==> src/rtl/vid_frame_sig.sv <==
// vid_frame_sig: captures one video frame (VS rising edge to VS rising edge)
// and reports a CRC-32 signature over all pixels of complete lines, the line
// count, the shortest/longest line length and a geometry-error flag.
//
// Ports
//   CLK      : sole clock, posedge
//   RES      : synchronous active-high reset
//   CE       : pixel clock enable; DE/VS/RGB are only sampled when CE=1
//   DE, VS   : video data enable / vertical sync (active-high)
//   RGB      : pixel data, DW bits
//   ARM      : level request to capture the next frame
//   BUSY     : armed or capturing
//   DONE     : one-CLK pulse when the result outputs update
//   SIG      : CRC-32 (poly 0x04C11DB7, MSB first, init all-ones, no xorout)
//   LINES    : lines counted in the last frame
//   PIX_MIN  : shortest line (0 when no lines)
//   PIX_MAX  : longest line
//   GEOM_ERR : last frame differs from EXP_W x EXP_H
module vid_frame_sig #(
  parameter int DW    = 24,
  parameter int PW    = 9,
  parameter int LW    = 9,
  parameter int EXP_W = 256,
  parameter int EXP_H = 222,
  parameter int CONT  = 0
) (
  input  logic          CLK,
  input  logic          RES,
  input  logic          CE,
  input  logic          DE,
  input  logic          VS,
  input  logic [DW-1:0] RGB,
  input  logic          ARM,
  output logic          BUSY,
  output logic          DONE,
  output logic [31:0]   SIG,
  output logic [LW-1:0] LINES,
  output logic [PW-1:0] PIX_MIN,
  output logic [PW-1:0] PIX_MAX,
  output logic          GEOM_ERR
);

  localparam logic [31:0]   POLY    = 32'h04C11DB7;
  localparam logic [LW-1:0] EXP_H_L = LW'(EXP_H);
  localparam logic [PW-1:0] EXP_W_L = PW'(EXP_W);

  typedef enum logic [1:0] {IDLE, WAIT_VS, CAPTURE} state_t;

  state_t        state, state_nxt;
  logic          prev_de, prev_vs, line_open;
  logic [31:0]   crc;
  logic [PW-1:0] pix, pmin, pmax;
  logic [LW-1:0] lines;

  logic          de_rise, de_fall, vs_rise, open_eff, take, close_line, open_nxt;
  logic          start_frame, end_frame;
  logic [31:0]   crc_cur;
  logic [PW-1:0] pix_base, pix_cur, min_cur, max_cur, rep_min;
  logic [LW-1:0] lines_cur;

  function automatic logic [31:0] crc_fold(input logic [31:0] c, input logic [DW-1:0] d);
    logic [31:0] r;
    r = c;
    for (int i = DW - 1; i >= 0; i--)
      r = {r[30:0], 1'b0} ^ (((r[31] ^ d[i]) != 1'b0) ? POLY : 32'h0);
    return r;
  endfunction

  function automatic logic [PW-1:0] sat_inc_pix(input logic [PW-1:0] v);
    return (&v) ? v : v + 1'b1;
  endfunction

  function automatic logic [LW-1:0] sat_inc_line(input logic [LW-1:0] v);
    return (&v) ? v : v + 1'b1;
  endfunction

  assign BUSY = (state != IDLE);

  // Per-CE capture step. A line opened by this very DE rising edge already
  // counts its first pixel, and a VS edge landing while DE is high closes the
  // line including the pixel sampled on that edge.
  always_comb begin
    de_rise    = CE & DE & ~prev_de;
    de_fall    = CE & ~DE & prev_de;
    vs_rise    = CE & VS & ~prev_vs;
    open_eff   = line_open | de_rise;
    pix_base   = de_rise ? '0 : pix;
    take       = CE & DE & open_eff;
    crc_cur    = take ? crc_fold(crc, RGB) : crc;
    pix_cur    = take ? sat_inc_pix(pix_base) : pix_base;
    close_line = (de_fall & line_open) | (vs_rise & DE & open_eff);
    lines_cur  = close_line ? sat_inc_line(lines) : lines;
    min_cur    = (close_line && pix_cur < pmin) ? pix_cur : pmin;
    max_cur    = (close_line && pix_cur > pmax) ? pix_cur : pmax;
    open_nxt   = CE ? (DE & open_eff & ~close_line) : line_open;
    rep_min    = (lines_cur == '0) ? '0 : min_cur;
  end

  always_comb begin
    state_nxt   = state;
    start_frame = 1'b0;
    end_frame   = 1'b0;
    case (state)
      IDLE:    if (ARM) state_nxt = WAIT_VS;
      WAIT_VS: if (vs_rise) begin
        state_nxt   = CAPTURE;
        start_frame = 1'b1;
      end
      CAPTURE: if (vs_rise) begin
        end_frame = 1'b1;
        // In continuous mode the ending VS edge also opens the next frame.
        if (CONT != 0 && ARM) begin
          state_nxt   = CAPTURE;
          start_frame = 1'b1;
        end else begin
          state_nxt = IDLE;
        end
      end
      default: state_nxt = IDLE;
    endcase
  end

  always_ff @(posedge CLK) begin
    if (RES) state <= IDLE;
    else     state <= state_nxt;
  end

  always_ff @(posedge CLK) begin
    if (RES) begin
      prev_de   <= 1'b0;
      prev_vs   <= 1'b0;
      line_open <= 1'b0;
      DONE      <= 1'b0;
      SIG       <= '0;
      LINES     <= '0;
      PIX_MIN   <= '0;
      PIX_MAX   <= '0;
      GEOM_ERR  <= 1'b0;
    end else begin
      DONE <= end_frame;
      if (CE) begin
        prev_de <= DE;
        prev_vs <= VS;
      end
      if (end_frame) begin
        SIG      <= crc_cur;
        LINES    <= lines_cur;
        PIX_MIN  <= rep_min;
        PIX_MAX  <= max_cur;
        GEOM_ERR <= (lines_cur != EXP_H_L) | (rep_min != EXP_W_L) | (max_cur != EXP_W_L);
      end
      if (start_frame)                   line_open <= 1'b0;
      else if (state == CAPTURE && CE)   line_open <= open_nxt;
    end
  end

  // Accumulators need no reset: every capture starts by re-initialising them.
  always_ff @(posedge CLK) begin
    if (start_frame) begin
      crc   <= 32'hFFFF_FFFF;
      pix   <= '0;
      lines <= '0;
      pmin  <= '1;
      pmax  <= '0;
    end else if (state == CAPTURE && CE) begin
      crc   <= crc_cur;
      pix   <= pix_cur;
      lines <= lines_cur;
      pmin  <= min_cur;
      pmax  <= max_cur;
    end
  end

endmodule

==> config.mk <==
export PLATFORM = sky130hd
export DESIGN_NAME = vid_frame_sig
export DESIGN_NICKNAME = d
export VERILOG_FILES = /design/src/rtl/vid_frame_sig.sv
export SDC_FILE = /design/constraint.sdc
export NUM_CORES = 1
export LEC_CHECK = 0
export CORE_ASPECT_RATIO = 0.9
export CORE_MARGIN = 3
export CORE_UTILIZATION = 50
export CTS_CLUSTER_DIAMETER = 30
export DETAILED_ROUTE_END_ITERATION = 12
export GPL_TIMING_DRIVEN = 0
export PLACE_DENSITY = 0.82
export RECOVER_POWER = 100
export SYNTH_ARGS = -nofsm -noshare
export SYNTH_HDL_FRONTEND = slang
export SYNTH_SLANG_ARGS = --single-unit
==> constraint.sdc <==
create_clock -name CLK -period 13.4 [get_ports CLK]
set_clock_uncertainty 0.15 [all_clocks]
set_input_delay 3.35 -clock CLK [delete_from_list [all_inputs] [get_ports CLK]]
set_output_delay 3.35 -clock CLK [all_outputs]
set_load 0.02 [all_outputs]
==> results.json, run 1 <==
{
  "cap_violations": 1,
  "syn_area_um2": 8234,
  "multiInputGateArea_um2": 5226,
  "io_buffers": 91,
  "met1_length_um": 11370,
  "violations": "capacitance limit, slew limit",
  "synthXorXnorAreaFrac_pct": 27.21,
  "setup_viol": 0,
  "rsz0062_at_grt": "false",
  "synthAdderAreaFrac_pct": 2.887,
  "r2r_cells": 18,
  "grt_pass1_vias": 6936,
  "grt_util_all_layers_pct": 27.49,
  "postRouteAntennaNets": 0,
  "dr_wl_met2_um": 10420,
  "crit_fanout": 8,
  "required_ns": 13.54,
  "outcome": "finished, violations left",
  "wl_met3_um": 2447,
  "ys.flop_type": "dfxtp_1",
  "synth-edff-count": 0,
  "n_antenna_cell": 0,
  "post-synth-top-area-cell": "dfxtp_1",
  "crit_start": "CE",
  "start_util_pct": 52.23,
  "regArea_um2": 2683,
  "clkLatencyLatePin_ns": 0.43,
  "vias": 7487,
  "layout-drive-gt1-share_pct": 4.022,
  "die_h_um": 127.7,
  "routedWlPerCell_um": 19.55,
  "dp.cells": 1240,
  "synth-seq-cells": 134,
  "fp.dieArea_um2": 18050,
  "syn_to_final_growth_pct": 20.73,
  "place_hpwl_um": 18450,
  "finalWorstSetupSlack_ns": 4.274,
  "relSlewSlack_pct": -14.07,
  "top_layer": "met4",
  "synthTopCellsByArea": "dfxtp_1 (33%), xnor2_1 (14%), nor2_1 (5.5%)",
  "h-tree-depth": 4,
  "avgSynthCellArea_um2": 8.695,
  "clockBufferDepth": 2,
  "grt_max_degree": 17,
  "fin_crit_ns": 9.127,
  "die_x_um": 141.3,
  "routed_wl_um": 24850,
  "core_region_area_um2": 15760,
  "critPathLaunchType": "input pin",
  "clk_pin_slew_ns": 0.06,
  "synth_compound_area_share_pct": 16.33,
  "fillers": 1371,
  "drt_iter0_drc": 849,
  "critPathKind": "input pin to register",
  "synth_top_family_by_area": "XOR/XNOR gates",
  "drc_errors": 0,
  "yosys_warnings": 0,
  "drt_pass1_iterations": 5,
  "globalRouteOverflowTotal": 0,
  "hold_viol": 0,
  "cts.sinks": 134,
  "tightestPinTransition_ns": 1.701,
  "yosysTopAreaCellShare_pct": 32.58,
  "synthArstFlopShare_pct": 0,
  "numCtsBuffers": 17,
  "clock-root-buffer": "clkbuf_16",
  "fin_nets": 1106,
  "post_cts_buffers": 0,
  "synth_cell_types": 52,
  "viasPerCell": 5.891,
  "synth_mux_area_share_pct": 3.601,
  "endpoint": "pmax[2]",
  "fin_cells": 1271,
  "whs_ns": 0.3018,
  "crit_path_end_kind": "register",
  "antenna_found_initial": 0,
  "rrSetupSlack_ns": 7.63,
  "grt_pass1_wl_um": 38380,
  "min_path_type": "register to register",
  "routabilityCongestion": 1.016,
  "postCtsResizedCells": 0,
  "r2r_end": "pmax[2]",
  "slew_violations": 9,
  "cts_hold_buf": 0,
  "yosys.area_share.simple_pct": 14.01,
  "fmax_mhz": 109.6,
  "synth_seq_area_share_pct": 32.58,
  "timing.rr.start": "prev_de",
  "pre_cts_slack_ns": 4.498,
  "fin_setup_tns_ns": 0,
  "io_pins": 92,
  "syn_inst": 947,
  "num_rows": 43,
  "syn_nets": 996,
  "cts_tree": "done",
  "finalCritPeriodShare_pct": 68.11,
  "cp_data_arrival_time_ns": 9.26
}
cells by family after synthesis:
logic type | after synthesis
xor gates and xnor gates | 211
buffers and inverters | 74
adders and majority gates | 19
DFF | 134
AOI/OAI and AO/OA | 213
and+or+nand+nor | 267
muxes | 29
how the worst min path moves through the flow:
stage | from | endpoint | slack (ns) | cells past startpoint
floorplan | state[1] | state[0] | 0.30 | 1
CTS | PIX_MIN[6] | PIX_MIN[6] | 0.31 | 2
global route | PIX_MIN[6] | PIX_MIN[6] | 0.32 | 2
global placement | PIX_MIN[6] | PIX_MIN[6] | 0.30 | 2
detailed placement | PIX_MIN[6] | PIX_MIN[6] | 0.30 | 2
finish | PIX_MIN[6] | PIX_MIN[6] | 0.30 | 2
flip-flops by register name, indices dropped and copies added, names as in the netlist:
register / cells
SIG: 32
crc: 32
LINES: 9
PIX_MAX: 9
PIX_MIN: 9
lines: 9
pix: 9
pmax: 9
pmin: 9
state: 2
DONE: 1
GEOM_ERR: 1
line_open: 1
prev_de: 1
prev_vs: 1
per-stage QoR:
stage	cell area, um^2	utilization (%)
2_1_floorplan	8234	-
3_3_place_gp	9398	59.62
3_5_place_dp	9403	59.65
4_1_cts	9993	63.39
5_1_grt	9941	63.06
6_report	9941	63.06
worst max-delay path, cell delays in order:
cell and delay (ns):
dlygate4sd3_1 0.62, nand2_1 0.17, or2_2 0.13, clkbuf_1 0.22, and2_0 0.21, ha_1 0.29
nand2_1 0.11, nor4_1 0.47, nor2_1 0.13, a41oi_1 0.82, ha_1 0.28, o21a_1 0.13
o21a_1 0.12, o21a_1 0.12, o21a_1 0.10, o21a_1 0.10, o21ai_0 0.12, a211oi_1 1.39
mux2i_1 0.31, nor2_1 0.07
Yosys cell counts (4+ instances only):
cell type and count:
a211oi_1 39, a21o_1 4, a21oi_1 76, a22oi_1 8
a31oi_1 6, and3_1 4, buf_1 6, clkbuf_1 45
dfxtp_1 134, ha_1 19, inv_1 23, mux2_2 5
mux2i_1 24, nand2_1 82, nand2b_1 5, nand3_1 9
nand3b_1 6, nand4_1 8, nor2_1 120, nor3_1 11
nor4_1 6, o211ai_1 30, o21a_1 6, o21ai_0 30
or2_2 4, xnor2_1 132, xnor2_2 6, xnor2_4 4
xnor3_1 11, xnor3_2 5, xor2_1 49
layout make-up:
type	instances	area share, %
clock buffer	22	4.670
clock inverter	9	1.271
sequential	134	26.99
buffer	51	1.926
timing repair buffer	91	9.163
tap	202	2.542
multi-input combinational	739	52.57
inverter	23	0.8685
per-layer routing:
layer	vias up	track usage, %
li1	3496	-
met1	3557	40.28
met2	387	40.40
met3	47	5.931
met4	0	8.661
met5	-	0
placed cells by master, fill, tap and decap left out, types with 4 or more instances in the layout:
cell	Yosys	final
xnor2_1	132	135
dfxtp_1	134	134
nor2_1	120	120
nand2_1	82	82
a21oi_1	76	76
dlygate4sd3_1	0	67
clkbuf_1	45	51
xor2_1	49	50
a211oi_1	39	39
o21ai_0	30	30
o211ai_1	30	30
mux2i_1	24	24
clkdlybuf4s50_1	0	24
inv_1	23	23
ha_1	19	19
clkbuf_16	0	17
xnor3_1	11	15
nor3_1	11	11
nand3_1	9	9
a22oi_1	8	8
nand4_1	8	8
a31oi_1	6	6
nor4_1	6	6
o21a_1	6	6
nand3b_1	6	6
nand2b_1	5	5
or2_2	4	4
and3_1	4	4
xnor2_2	6	4
a21o_1	4	4
mux2_1	0	4
clkinv_2	0	4
Power of run 1 is not shown: default switching activity piles up to over one toggle a cycle in this logic, so the estimate is an artifact.
==> run 2: changes to the inputs <==
--- a/config.mk
+++ b/config.mk
@@ -11,7 +11,7 @@
 export CTS_CLUSTER_DIAMETER = 30
 export DETAILED_ROUTE_END_ITERATION = 12
 export GPL_TIMING_DRIVEN = 0
-export PLACE_DENSITY = 0.82
+export PLACE_DENSITY = 0.85
 export RECOVER_POWER = 100
 export SYNTH_ARGS = -nofsm -noshare
 export SYNTH_HDL_FRONTEND = slang
==> constraint.sdc (replaced) <==
create_clock -name CLK -period 7.9 [get_ports CLK]
set_clock_uncertainty 0.15 [all_clocks]
set_input_delay 1.975 -clock CLK [delete_from_list [all_inputs] [get_ports CLK]]
set_output_delay 1.975 -clock CLK [all_outputs]
set_load 0.02 [all_outputs]
==> run 2 against run 1 <==
Clock-buffer cell count grew 2. Die area stayed put. Largest cell class unchanged. Final area rose by 0.26%. The flow now finishes without violations. Highest routed layer unchanged. Worst setup slack worse by 3.7 ns.
==> results.json, run 2 (synthesis gave the netlist of run 1 again) <==
{
  "clkLatencyLatePin_ns": 0.43,
  "top_regs": "SIG: 32 flops, crc: 32 flops",
  "clockBufferDepth": 2,
  "final_common_cell": "xnor2_1",
  "tightestPinTransition_ns": 0.9574,
  "numCtsBuffers": 17,
  "critPathLaunchType": "input pin",
  "grt_pass1_vias": 7100,
  "fin_nets": 1106,
  "num_rows": 43,
  "start_util_pct": 52.23,
  "crit_fanout": 10,
  "h-tree-depth": 4,
  "io_pins": 92,
  "cap_violations": 0,
  "timing.rr.start": "prev_de",
  "vias": 7393,
  "relSlewSlack_pct": 36.05,
  "die_h_um": 127.7,
  "routedWlPerCell_um": 19.70,
  "post_cts_buffers": 0,
  "r2r_cells": 20,
  "drt_pass1_iterations": 7,
  "finalCritPeriodShare_pct": 93.31,
  "min_path_type": "register to register",
  "final_cell_mix": "xnor2_1 (135), dfxtp_1 (134), nor2_1 (120)",
  "core_region_area_um2": 15760,
  "crit_path_end_kind": "register",
  "cts.sinks": 134,
  "required_ns": 8.11,
  "r2r_end": "PIX_MIN[8]",
  "grt_max_degree": 17,
  "clock-root-buffer": "clkbuf_16",
  "syn_to_final_growth_pct": 21.05,
  "fmax_mhz": 135.7,
  "cp_data_arrival_time_ns": 7.58,
  "outcome": "finished, final reports clean",
  "routabilityCongestion": 0.9807,
  "rrSetupSlack_ns": 2.49,
  "viasPerCell": 5.812,
  "fin_crit_ns": 7.372,
  "hold_start": "SIG[11]",
  "drc_errors": 0,
  "fp.dieArea_um2": 18050,
  "antenna_found_initial": 0,
  "io_buffers": 91,
  "whs_endpoint": "SIG[11]",
  "n_antenna_cell": 0,
  "fin_setup_tns_ns": 0,
  "place_hpwl_um": 18730,
  "clk_pin_slew_ns": 0.06,
  "grt_pass1_wl_um": 38990,
  "cts_hold_buf": 0,
  "fillers": 1341,
  "hold_path_depth": 2,
  "rsz0062_at_grt": "false",
  "postRouteAntennaNets": 0,
  "hold_viol": 0,
  "globalRouteOverflowTotal": 0,
  "grt_util_all_layers_pct": 28.02,
  "drt_iter0_drc": 682,
  "routed_wl_um": 25060,
  "layout-drive-gt1-share_pct": 4.393,
  "postCtsResizedCells": 0,
  "die_x_um": 141.3,
  "critPathKind": "input pin to register",
  "cts_tree": "done",
  "slew_violations": 0,
  "setup_viol": 0
}
-- run 2: routing by layer --
| metal | vias up | part of all wire (%) | global-route usage, % | wire, um |
|---|---|---|---|---|
| li1 | 3485 | - | - | - |
| met1 | 3492 | 45 | 39.65 | 11300 |
| met2 | 363 | 42 | 41.08 | 10620 |
| met3 | 53 | 10 | 7.758 | 2537 |
| met4 | 0 | 2.4 | 9.801 | 608 |
| met5 | - | 0 | 0 | 0 |
-- run 2: critical path: stages --
cell           delay, ns
dlygate4sd3_1       0.62
nand2_1             0.17
or2_2               0.13
clkbuf_1            0.21
and2_0              0.20
ha_1                0.26
nand2_1             0.09
nor4_1              0.47
nor2_1              0.12
a41oi_1             0.77
ha_1                0.39
a21o_1              0.16
a21o_1              0.17
a21o_1              0.17
a21o_1              0.17
a21oi_1             0.14
o2111ai_1           0.24
clkbuf_1            0.35
mux2i_1             0.22
a21oi_1             0.30
nand2_1             0.10
a21oi_1             0.15
-- run 2: final cells by class --
cell class | instances | area [um^2] | share of cell area (%)
Multi-Input combinational cell | 739 | 5231 | 52.49
Sequential cell | 134 | 2683 | 26.91
Timing Repair Buffer | 91 | 910.9 | 9.139
Clock buffer | 24 | 491.7 | 4.933
Tap cell | 202 | 252.7 | 2.536
Buffer | 51 | 191.4 | 1.921
Clock inverter | 8 | 120.1 | 1.205
Inverter | 23 | 86.33 | 0.8662
-- run 2: worst max-delay path by stage --
stage | startpoint | depth (start not counted) | to | slack [ns]
floorplan | DE | 20 | pmax[2] | 1.68
global placement | CE | 20 | pmax[6] | 0.12
detailed placement | CE | 22 | PIX_MIN[8] | 0.38
CTS | CE | 22 | PIX_MIN[8] | 0.76
global route | CE | 22 | PIX_MIN[8] | 0.13
finish | CE | 22 | PIX_MIN[8] | 0.53
-- run 2: metrics by stage --
| step | setup slack (ns) | hold slack (ns) | area, um^2 | utilization (%) | std cells |
|---|---|---|---|---|---|
| after detailed placement | 0.3823 | 0.3060 | 9403 | 59.65 | 1240 |
| after global routing | 0.1314 | 0.3228 | 9967 | 63.23 | 1272 |
| final | 0.5285 | 0.3075 | 9967 | 63.23 | 1272 |
| after global placement | 0.1161 | 0.2924 | 9398 | 59.62 | 1240 |
| after floorplan | 1.678 | 0.2950 | 8234 | - | 947 |
| after CTS | 0.7558 | 0.3139 | 10010 | 63.53 | 1272 |
Power of run 2 is left out for the same reason.
